### src/rtl/lc3b_pkg.sv
// lc3b_pkg: constants, sequencer state encoding and the control-store
// address mapping shared by the LC-3b decode stage.
// Optional feature macro: DECODE_ILLEGAL_DETECT_EN (adds the ILLEGAL state).
package lc3b_pkg;

   // Width of one control-store word
   localparam int CS_WIDTH = 23;

   // Opcodes that the decode stage cares about by name
   localparam logic [3:0] OP_ADD   = 4'b0001;
   localparam logic [3:0] OP_JSR   = 4'b0100;
   localparam logic [3:0] OP_RTI   = 4'b1000;
   localparam logic [3:0] OP_RSV_A = 4'b1010;
   localparam logic [3:0] OP_RSV_B = 4'b1011;

   // Decode-sequencer states; ILLEGAL exists only when detection is built in
   typedef enum logic [1:0] {
      EMPTY   = 2'b00,
`ifdef DECODE_ILLEGAL_DETECT_EN
      ILLEGAL = 2'b10,
`endif
      FULL    = 2'b01
   } seqState_e;

   // Control-store address: opcode plus the two mode bits that split
   // register/immediate and JSR/JSRR forms
   function automatic logic [5:0] mapCsAddr(input logic [3:0] opcode,
                                            input logic       bit11,
                                            input logic       bit5);
      return {opcode, bit11, bit5};
   endfunction

endpackage

### src/rtl/decode_sequencer.sv
// decode_sequencer: one-entry decode stage that pairs each accepted
// instruction with its control word read from an external synchronous ROM.
// Optional feature macro: DECODE_ILLEGAL_DETECT_EN -- an all-zero control
// word in FULL traps the stage in ILLEGAL until flushed.
module decode_sequencer
   import lc3b_pkg::*;
#(
   parameter int CS_W  = CS_WIDTH,
   parameter int CNT_W = 16
) (
   input  logic             clk,
   input  logic             rst,
   input  logic [15:0]      ir_in,
   input  logic             ir_valid,
   output logic             ir_ready,
   output logic [5:0]       cs_addr,
   input  logic [CS_W-1:0]  cs_bits,
   input  logic             flush,
   output logic             de_valid,
   input  logic             de_ready,
   output logic [15:0]      de_ir,
   output logic [CS_W-1:0]  de_cs,
   output logic [CNT_W-1:0] issue_cnt,
   output logic [CNT_W-1:0] stall_cnt,
   output logic             illegal_op
);

   seqState_e        state_q, state_d;
   logic [15:0]      deIr_q, deIr_d;
   logic [CNT_W-1:0] issueCnt_q, issueCnt_d;
   logic [CNT_W-1:0] stallCnt_q, stallCnt_d;
   logic             accept;
   logic             illegalHit;

`ifdef DECODE_ILLEGAL_DETECT_EN
   logic             illegal_q, illegal_d;

   assign illegalHit = (state_q == FULL) && (cs_bits == '0);
   assign illegal_op = illegal_q;
`else
   assign illegalHit = 1'b0;
   assign illegal_op = 1'b0;
`endif

   assign de_ir     = deIr_q;
   assign de_cs     = cs_bits;
   assign issue_cnt = issueCnt_q;
   assign stall_cnt = stallCnt_q;

   // Handshake and ROM address: new word on accept, otherwise re-read the held one
   always_comb begin
      ir_ready = !rst && !flush && (state_q == EMPTY || de_ready);
`ifdef DECODE_ILLEGAL_DETECT_EN
      if (state_q == ILLEGAL) ir_ready = 1'b0;
`endif
      accept   = ir_valid && ir_ready;
      de_valid = (state_q == FULL) && !illegalHit;
      if (accept) cs_addr = mapCsAddr(ir_in[15:12], ir_in[11], ir_in[5]);
      else        cs_addr = mapCsAddr(deIr_q[15:12], deIr_q[11], deIr_q[5]);
   end

   // Next-state logic; flush always returns the stage to EMPTY
   always_comb begin
      state_d = state_q;
      case (state_q)
         EMPTY: begin
            if (accept) state_d = FULL;
         end
         FULL: begin
            if (de_ready && !accept) state_d = EMPTY;
`ifdef DECODE_ILLEGAL_DETECT_EN
            if (illegalHit) state_d = ILLEGAL;
`endif
         end
`ifdef DECODE_ILLEGAL_DETECT_EN
         ILLEGAL: begin
            state_d = ILLEGAL;
         end
`endif
         default: begin
            state_d = EMPTY;
         end
      endcase
      if (flush) state_d = EMPTY;
   end

   // Held instruction and the issue/stall counters (frozen during flush)
   always_comb begin
      deIr_d     = accept ? ir_in : deIr_q;
      issueCnt_d = issueCnt_q;
      stallCnt_d = stallCnt_q;
      if (!flush && de_valid) begin
         if (de_ready) issueCnt_d = issueCnt_q + CNT_W'(1);
         else          stallCnt_d = stallCnt_q + CNT_W'(1);
      end
`ifdef DECODE_ILLEGAL_DETECT_EN
      illegal_d = illegal_q;
      if (illegalHit) illegal_d = 1'b1;
      if (flush)      illegal_d = 1'b0;
`endif
   end

   // State and datapath registers with synchronous reset
   always_ff @(posedge clk) begin
      if (rst) begin
         state_q    <= EMPTY;
         deIr_q     <= '0;
         issueCnt_q <= '0;
         stallCnt_q <= '0;
`ifdef DECODE_ILLEGAL_DETECT_EN
         illegal_q  <= 1'b0;
`endif
      end else begin
         state_q    <= state_d;
         deIr_q     <= deIr_d;
         issueCnt_q <= issueCnt_d;
         stallCnt_q <= stallCnt_d;
`ifdef DECODE_ILLEGAL_DETECT_EN
         illegal_q  <= illegal_d;
`endif
      end
   end

endmodule
### config.mk
export PLATFORM = sky130hd
export DESIGN_NAME = decode_sequencer
export DESIGN_NICKNAME = d
export VERILOG_FILES = /design/src/rtl/lc3b_pkg.sv /design/src/rtl/decode_sequencer.sv
export SDC_FILE = /design/constraint.sdc
export NUM_CORES = 1
export LEC_CHECK = 0
export BUFFER_PORTS_ARGS = -buffer_cell sky130_fd_sc_hd__buf_4
export CORE_MARGIN = 4
export CORE_UTILIZATION = 48
export CTS_CLUSTER_DIAMETER = 60
export CTS_CLUSTER_SIZE = 28
export DETAILED_ROUTE_END_ITERATION = 8
export HOLD_SLACK_MARGIN = 0.15
export PLACE_DENSITY = 0.94
export SLEW_MARGIN = 20
export SYNTH_ARGS = -nofsm -noshare
export SYNTH_HDL_FRONTEND = slang
export SYNTH_SLANG_ARGS = --single-unit
### constraint.sdc
create_clock -name clk -period 3.16 [get_ports clk]
set_input_delay 0.474 -clock clk [delete_from_list [all_inputs] [get_ports clk]]
set_output_delay 0.474 -clock clk [all_outputs]
set_load 0.005 [all_outputs]
==> results.md, run 1 <==
- Die ar.: 6117 sq um
- Area of the multi-input gates: about 1100 sq um
- Worst rel slew slack: 59.48%
- ANT cells: 0
- Die X: 78.21 um
- Final Setup Violations: 0
- Most frequent cells in the layout: buf_4 (79), dfxtp_1 (49), nor2_1 (32)
- Initial DRC count: 52
- Final wirelength: a little over 5 mm
- RSZ-0062 raised after global routing: false
- Register area share after synthesis: between 40% and 50%
- Met2 Use GR: 27.83%
- Post-Syn Instances: 252
- Max cap viols: 0
- Top area cells in the synthesized netlist: dfxtp_1 (41%), buf_4 (7.9%), mux2i_1 (5.1%), nor2_1 (5.1%), xor2_1 (4.1%)
- Global-route wire length before repair: 8.266 mm
- Worst setup SP type: flip-flop
- Setup TNS: 0 ps
- Most common cell after layout, fill and taps aside: buf_4
- Sequential power share: 58.4%
- Avg Inst Size Synth: between 9 and 10 sq um
- Worst-path clk slew: 80 ps
- Worst hold path class: in -> reg
- Drt wl/cell: 14.01 um
- Fin Clk Skew: 3.792 ps
- Die Span Y: 78.21 um
- Initial Util: 49.76%
- #FFs+latches synth: 49
- Post-CTS setup buffers: 0
- CTS tree: done
- PD cells: 374.6 nW/um^2
- Worst-path fanout max: 8
- Final HPWL DP: 3.861 mm
- Met1 GRT Util: 19.53%
- Result of the run: finished clean
- Initial antenna violation count: 0
- Cell Area, Synth: 2366 sq um
- Vias in the first global route: 1823
- Final Hold Vio Count: 0
- Grt ovf: 0
- Worst-skew pair later-pin latency: about 290 ps
- Max Fclk: 395.6 MHz
- GRT Overall Usage: 16.73%
- Internal: around 0.85 mW
- Fin crit period: between 2000 and 3000 ps
- Total number of vias: 1920
- Synth warn: 0
- Slew Viols, Final: 0
- Worst-Margin Slew: 607.8 ps
- Combinational fraction of design power: under 10%
- Switching Fraction: a little over a fifth
- Synth cell types: 39
- Clock share of power: 33.6%
- CP Data Arrival Time: 2050 ps
- Synthesized Nets: slightly below 300
- Pleak: 1.258 nW
- Rows: 25
- Synth area leader: dfxtp_1
- DRT Pass-1 Iters: 4
- Hold Crit Depth: 3
- GPL Wtd Cong: 0.8019
- Worst Path Required: 2690 ps
- Vias per cell: approximately 5.2
- # resized after CTS: 0
- Port Buf Inserts: 76
- M3 GR Usage: ~5.4%
- Maximum number of pins on one net before global-route repair: 51
- Core area: 4755 sq um
- Final net count: 348
- R2r worst-path depth: 5
- Worst setup path class: reg -> out
- Number of remaining DRC errors: 0
- Clock H-tree levels: 2
- Number of fill cells in the layout: 416
- CTS Buf Count: 5
- Antenna Nets Post-Route: 0
- Clock root buffer master: clkbuf_8
- Fin crit share: between 70% and 80%
- Clock Sink Count: about 50
- Area Overhead vs Synth: 21.89%
- CTS max path bufs: 2
- IO Pins: 124
- CP Capture Type: primary output
- WHS: approximately 410 ps
- Fraction of layout cells with a size suffix above 1: 33.77%
- Worst VDD drop: between 0.2 and 0.25 mV
- Reg area: 980.9 sq um
- Hold_buf cts: 0
- Global route hottest layer: met2
- NetSw: roughly 0.23 mW
- Share of the synthesized area in the top cell type: between 40% and 50%
stage by stage:
step                setup slack [ps]  std cells  cell area, sq um  power, mW  utilization, %
floorplan                       1101        252              2366     0.7137               -
global placement               864.5        362              2798     0.7303           58.84
detailed placement             800.4        362              2798     0.7334           58.84
CTS                            605.4        369              2884      1.097           60.66
global route                   538.5        369              2884      1.130           60.66
finish                         632.3        369              2884      1.080           60.66
cell families after synthesis:
logic type | Yosys count | share of synthesized area (%)
fa+ha+maj | 2 | 1.057
simple gates | 99 | 24.96
xor+xnor | 18 | 6.663
mux | 18 | 8.885
compound gates | 24 | 5.658
other cells | 1 | 0.1585
flops | 49 | 41.46
buf+inv | 41 | 11.16
registers in the layout, summed over array words and instances (netlist names):
| signal | count |
|---|---|
| stall_cnt | 16 |
| de_ir | 16 |
| issue_cnt | 16 |
| state_q | 1 |
cell usage after synthesis:
cell type	number
a21oi_1	12
a31o_2	1
and2_1	1
and3_1	3
and3_2	1
and4_1	1
and4_2	1
and4b_1	1
buf_1	1
buf_2	1
buf_4	25
buf_6	2
clkbuf_1	7
conb_1	1
dfxtp_1	49
ha_1	2
inv_1	5
mux2_4	6
mux2i_1	12
nand2_1	6
nand3_1	12
nand3b_1	1
nand4_1	8
nand4_2	1
nand4b_1	2
nor2_1	32
nor2b_1	1
nor2b_4	6
nor3_1	5
nor3b_2	1
nor4_1	1
nor4bb_1	1
o21ai_0	7
o31ai_1	4
or3_1	9
or4_1	4
or4b_1	1
xnor2_1	7
xor2_1	11
metal layers:
layer | up-vias | share of wire (%)
met4 | 0 | 2.4
met2 | 61 | 47
met3 | 19 | 8.3
li1 | 941 | -
met5 | - | 0
met1 | 899 | 42
worst max-delay path: stages (launching register included):
cell	delay, ps
dfxtp_1	380
nor2b_1	180
or4b_1	680
mux2_4	380
buf_4	140
worst paths after layout:
check | to | from | slack, ps
setup / recovery | cs_addr[3] | state_q[0]$_SDFFE_PP0P_ | 630
hold / removal | de_ir[8]$_SDFFE_PP0P_ | ir_in[8] | 410
setup reg to reg | de_ir[10]$_SDFFE_PP0P_ | state_q[0]$_SDFFE_PP0P_ | 1240
hold reg to reg | stall_cnt[15]$_SDFFE_PP0P_ | stall_cnt[15]$_SDFFE_PP0P_ | 480
power by group through the flow:
stage / logic (mW) / clock network [mW] / registers (mW)
after floorplan: 0.0687 / 0 / 0.645
after global placement: 0.0859 / 0 / 0.644
after detailed placement: 0.0883 / 0 / 0.645
after CTS: 0.0885 / 0.377 / 0.631
after global routing: 0.0941 / 0.404 / 0.632
final: 0.0874 / 0.363 / 0.630
cell type report:
class                      count  area share, %
timing repair buffer          79          20.56
sequential                    49          34.01
multi-input combinational    162          38.87
clock buffer                   7          2.993
tap                           67          2.907
inverter                       5         0.6508
No activity file was read; power rests on OpenSTA's default activity.
==> inputs of run 2 (changes only) <==
--- a/config.mk
+++ b/config.mk
@@ -5,14 +5,15 @@
 export SDC_FILE = /design/constraint.sdc
 export NUM_CORES = 1
 export LEC_CHECK = 0
+export ABC_AREA = 1
 export BUFFER_PORTS_ARGS = -buffer_cell sky130_fd_sc_hd__buf_4
 export CORE_MARGIN = 4
-export CORE_UTILIZATION = 48
+export CORE_UTILIZATION = 46
 export CTS_CLUSTER_DIAMETER = 60
 export CTS_CLUSTER_SIZE = 28
 export DETAILED_ROUTE_END_ITERATION = 8
 export HOLD_SLACK_MARGIN = 0.15
-export PLACE_DENSITY = 0.94
+export PLACE_DENSITY = 0.91
 export SLEW_MARGIN = 20
 export SYNTH_ARGS = -nofsm -noshare
 export SYNTH_HDL_FRONTEND = slang
==> constraint.sdc (replaced) <==
create_clock -name clk -period 2.4 [get_ports clk]
set_input_delay 0.36 -clock clk [delete_from_list [all_inputs] [get_ports clk]]
set_output_delay 0.36 -clock clk [all_outputs]
set_load 0.005 [all_outputs]
==> run 2 against run 1 <==
Against the previous run: global-route usage rose by 0.64 points; clock-buffer cell count fell by 1; sequential power rose by 32%; clock skew rose by 2.6 ps; critical endpoint unchanged; total power rose by 33%; via count rose by 22%; clock power rose by 33%.
==> results.md, run 2 <==
- Result of the run: finished clean
- Die Span Y: 81.04 um
- CTS tree: done
- Vias in the first global route: between 2k and 2.5k
- Most frequent cell after synthesis: nand2_1
- Post-Syn Instances: about 360
- Pwr Total: approximately 1.4 mW
- List of most frequent post-synthesis cells: nand2_1 (78), nor2_1 (61), dfxtp_1 (49)
- Worst rel slew slack: 55.53%
- Port Buf Inserts: 76
- Post-CTS setup buffers: 0
- Maximum number of pins on one net before global-route repair: 29
- Final net count: approximately 460
- Fin util: 58.33%
- Share of the synthesized area in the top cell type: 39.98%
- Worst-path clk slew: 90 ps
- Fraction of layout cells with a size suffix above 1: 22.65%
- Clock Sink Count: 49
- Register area share after synthesis: between 30 and 40%
- Drt wl/cell: between 10 and 15 um
- ANT cells: 0
- Synth area leader: dfxtp_1
- Worst-Margin Slew: 665.5 ps
- Pleak: 1.361 nW
- Area Overhead vs Synth: 22.18%
- Launch point of the worst reg-to-reg path: state_q[0]$_SDFFE_PP0P_
- Total number of vias: roughly 2.3k
- Worst setup SP type: flip-flop
- #FFs+latches synth: 49
- Initial Util: about 48%
- Reg area: 980.9 sq um
- Grt ovf: 0
- Slew Viols, Final: 0
- Max Fclk: 467.1 MHz
- PD cells: 480.5 nW/um^2
- Worst VDD drop: 0.3782 mV
- # resized after CTS: 0
- CP Data Arrival Time: roughly 1800 ps
- Final Hold Vio Count: 0
- Cell Area, Synth: 2454 sq um
- Worst Path Required: just over 2000 ps
- Ys async rst share: 0%
- Initial antenna violation count: 0
- GPL Wtd Cong: roughly 0.88
- Die X: 81.04 um
- RSZ-0062 raised after global routing: false
- Top area cells in the synthesized netlist: dfxtp_1 (40%), nand2_1 (12%), nor2_1 (9.3%), buf_4 (7.3%), inv_1 (7.2%)
- Fin crit share: 89.21%
- CP Capture Type: primary output
- Clock H-tree levels: 2
- Final Setup Violations: 0
- Global-route wire length before repair: around 9 mm
- CTS Buf Count: 5
- Synth cell types: 26
- Fin Clk Skew: 6.423 ps
- Worst-path fanout max: 22
- Final HPWL DP: 4.423 mm
- Antenna Nets Post-Route: 0
- Final wirelength: 5.728 mm
- GRT Overall Usage: between 10% and 20%
- Setup TNS: 0 ps
- Worst hold path class: in -> reg
- Area of the multi-input gates: roughly 1100 sq um
- Number of fill cells in the layout: 501
- CTS max path bufs: 2
- Most frequent cells in the layout: nand2_1 (78), buf_4 (78), nor2_1 (61)
- Worst setup path class: reg -> out
- Rows: 26
- Critical path origin: state_q[0]$_SDFFE_PP0P_
- Synthesized Nets: 409
- Hold_buf cts: 0
- Die ar.: 6567 sq um
- Initial DRC count: 70
- DRT Pass-1 Iters: 4
- Worst-skew pair later-pin latency: 290 ps
- Fin crit period: 2141 ps
- EDFF count, synth: 0
- Worst hold start: ir_in[15]
- Core area: 5140 sq um
- Max cap viols: 0
- Number of remaining DRC errors: 0
- Top flip-flop cell by instance count after synthesis: dfxtp_1
- Synth warn: 0
- WHS: 330.6 ps
- Avg Inst Size Synth: just under 7 sq um
- Clock root buffer master: clkbuf_8
- Vias per cell: between 4 and 5
- IO Pins: 124
-- run 2: cell types whose count changed after synthesis, moves of 9 or more --
cell     delta
mux2i_1    -12
nand2_1    +72
xor2_1      -9
nand3_1    +13
or3_1       -9
a21oi_1     +9
nor2_1     +29
inv_1      +42
-- run 2: kinds of logic (layout without fill, tap and decap cells) --
group	after synthesis	after routing	synth area share [%]
fa+ha+maj	2	2	1.020
simple gates	186	186	32.28
xor+xnor	4	4	1.428
compound gates	41	41	9.026
other cells	1	1	0.1528
flops	49	49	39.98
buf+inv	80	132	16.11
-- run 2: path summary, 6_finish.rpt --
kind | endpoint | cells after the start | slack, ps
setup / recovery | cs_addr[3] | 5 | 260
hold / removal | de_ir[15]$_SDFFE_PP0P_ | 3 | 330
setup reg to reg | issue_cnt[12]$_SDFFE_PP0P_ | 6 | 900
hold reg to reg | de_ir[8]$_SDFFE_PP0P_ | 2 | 470
-- run 2: report_power, final --
group / total (mW) / switching (mW) / internal (mW)
clock network: 0.482 / 0.254 / 0.228
registers: 0.833 / 0.00827 / 0.825
logic: 0.125 / 0.0615 / 0.0637
total: 1.44 / 0.324 / 1.12
-- run 2: final cells by class --
cell class / instances / share of cell area (%)
Sequential cell: 49 / 32.72
Clock buffer: 6 / 2.755
Clock inverter: 1 / 0.2504
Inverter: 47 / 5.885
Timing Repair Buffer: 78 / 19.53
Tap cell: 70 / 2.922
Multi-Input combinational cell: 234 / 35.93
-- run 2: worst max-delay path, stage by stage (launching register included) --
cell and delay (ps):
dfxtp_1 380, a21oi_2 160, nand2_1 410, o21ai_1 350
inv_1 60, buf_4 130
-- run 2: stage by stage --
step | instances | worst slack [ps] | area, sq um
3_3_place_gp | 478 | 414.5 | 2908
6_report | 485 | 258.9 | 2998
5_1_grt | 485 | 24.08 | 2998
4_1_cts | 485 | 250.4 | 2998
3_5_place_dp | 478 | 352.4 | 2908
2_1_floorplan | 363 | 949.6 | 2454
-- run 2: metal layers --
| metal | share of wire [%] | GRT usage, % |
|---|---|---|
| met1 | 44 | 20.64 |
| met2 | 47 | 31.03 |
| met3 | 7.2 | 4.324 |
| met4 | 1.3 | 4.561 |
| met5 | 0 | 0 |
==> inputs of run 3 (changes only) <==
--- a/config.mk
+++ b/config.mk
@@ -13,6 +13,7 @@
 export CTS_CLUSTER_SIZE = 28
 export DETAILED_ROUTE_END_ITERATION = 8
 export HOLD_SLACK_MARGIN = 0.15
+export MAX_ROUTING_LAYER = met4
 export PLACE_DENSITY = 0.91
 export SLEW_MARGIN = 20
 export SYNTH_ARGS = -nofsm -noshare
==> run 3 against run 2 <==
Against the previous run: register-to-register slack hardly changed; cell area stayed put; die area stayed put; utilization stayed put; hold slack stayed put; non-clock buffer count stayed put; routed wire length hardly changed; critical path depth stayed put; largest power group unchanged; highest routed layer unchanged.
==> results.md, run 3 (same netlist as run 2, synthesis figures left out) <==
- Result of the run: finished clean
- Antenna Nets Post-Route: 0
- Worst-Margin Slew: 665.5 ps
- Worst Path Required: 2040 ps
- Placed Cells: 478
- Most frequent cells in the layout: nand2_1 (78), buf_4 (78), nor2_1 (61)
- Drt wl/cell: 11.81 um
- Pwr Total: 1.440 mW
- Initial DRC count: 70
- Vias in the first global route: 2119
- Die X: 81.04 um
- Final Setup Violations: 0
- Clock root buffer master: clkbuf_8
- Global-route wire length before repair: 9.156 mm
- Area of the multi-input gates: 1077 sq um
- CTS Buf Count: 5
- Die Span Y: 81.04 um
- Clock H-tree levels: 2
- # resized after CTS: 0
- Worst VDD drop: 0.3781 mV
- CP Capture Type: primary output
- Worst-path fanout max: 22
- Fin Clk Skew: 6.418 ps
- CP Data Arrival Time: approximately 1800 ps
- GRT Overall Usage: 17.87%
- Worst rel slew slack: 55.53%
- GPL Wtd Cong: between 0.8 and 0.9
- Initial Util: 47.74%
- Final HPWL DP: 4.423 mm
- DRT Pass-1 Iters: 4
- Post-Layout Inst Area: ~3000 sq um
- RSZ-0062 raised after global routing: false
- Port Buf Inserts: 76
- Placed instance area: 2908 sq um
- CTS tree: done
- Fin crit period: 2141 ps
- Number of fill cells in the layout: 501
- R2R Setup Slk: 900 ps
- Area Overhead vs Synth: 22.18%
- Fraction of layout cells with a size suffix above 1: 22.65%
- Max Fclk: 467.1 MHz
- Reg area: 980.9 sq um
- PD cells: 480.5 nW/um^2
- CTS max path bufs: 2
- Final Non-Filler Cells: 485
- Worst-skew pair later-pin latency: 290 ps
- Worst setup SP type: flip-flop
- Vias per cell: roughly 4.8
- Post-CTS setup buffers: 0
- Worst-path clk slew: 90 ps
- Initial antenna violation count: 0
- Final wirelength: ~5.7 mm
- Setup TNS: 0 ps
- Worst hold path class: in -> reg
- Final Hold Vio Count: 0
- Worst setup path class: reg -> out
- Grt ovf: 0
- Total number of vias: roughly 2.3k
- ANT cells: 0
- Rows: 26
- IO Pins: 124
- Maximum number of pins on one net before global-route repair: 29
- Clock Sink Count: 49
- Slew Viols, Final: 0
- Fin crit share: 89.21%
- Die ar.: 6567 sq um
- Max cap viols: 0
- Number of remaining DRC errors: 0
- Final net count: 461
- Pleak: 1.361 nW
- Hold_buf cts: 0
- Core area: 5140 sq um
## run 3: path summary, 6_finish.rpt
path,from,to,cells after the start
worst max-delay path,state_q[0]$_SDFFE_PP0P_,cs_addr[3],5
worst min register to register,de_ir[8]$_SDFFE_PP0P_,de_ir[8]$_SDFFE_PP0P_,2
worst max register to register,state_q[0]$_SDFFE_PP0P_,issue_cnt[12]$_SDFFE_PP0P_,6
worst min-delay path,ir_in[15],de_ir[15]$_SDFFE_PP0P_,3
## run 3: power breakdown
group,internal [mW],switching (mW),leakage (nW)
clock network,0.228,0.254,0.0433
registers,0.825,0.00827,0.396
logic,0.0637,0.0615,0.921
## run 3: layout make-up
class                   instances  area share, %
multi-input cells             234          35.93
flip-flops and latches         49          32.72
repair buffers                 78          19.53
inverters                      47          5.885
well taps                      70          2.922
clock buffers                   6          2.755
clock inverters                 1         0.2504
## run 3: layer usage
metal / track usage [%] / up-vias / wire, um / part of all wire (%)
li1: - / 1214 / - / -
met1: 20.78 / 1053 / 2559 / 45
met2: 31.03 / 65 / 2697 / 47
met3: 4.102 / 10 / 396 / 6.9
met4: 4.561 / 0 / 73 / 1.3
met5: - / - / 0 / 0
## run 3: critical path: stages, from the launching register on
cell and delay [ps]:
dfxtp_1 380, a21oi_2 160, nand2_1 410, o21ai_1 350, inv_1 60, buf_4 130
## run 3: stage by stage
step | util (%) | hold slack [ps] | worst slack [ps]
4_1_cts | 58.33 | 320.8 | 250.4
6_report | 58.33 | 330.6 | 258.9
3_5_place_dp | 56.57 | 455.9 | 352.4
3_3_place_gp | 56.57 | 450.8 | 414.5
5_1_grt | 58.33 | 321.9 | 24.08
2_1_floorplan | - | 456.5 | 949.6
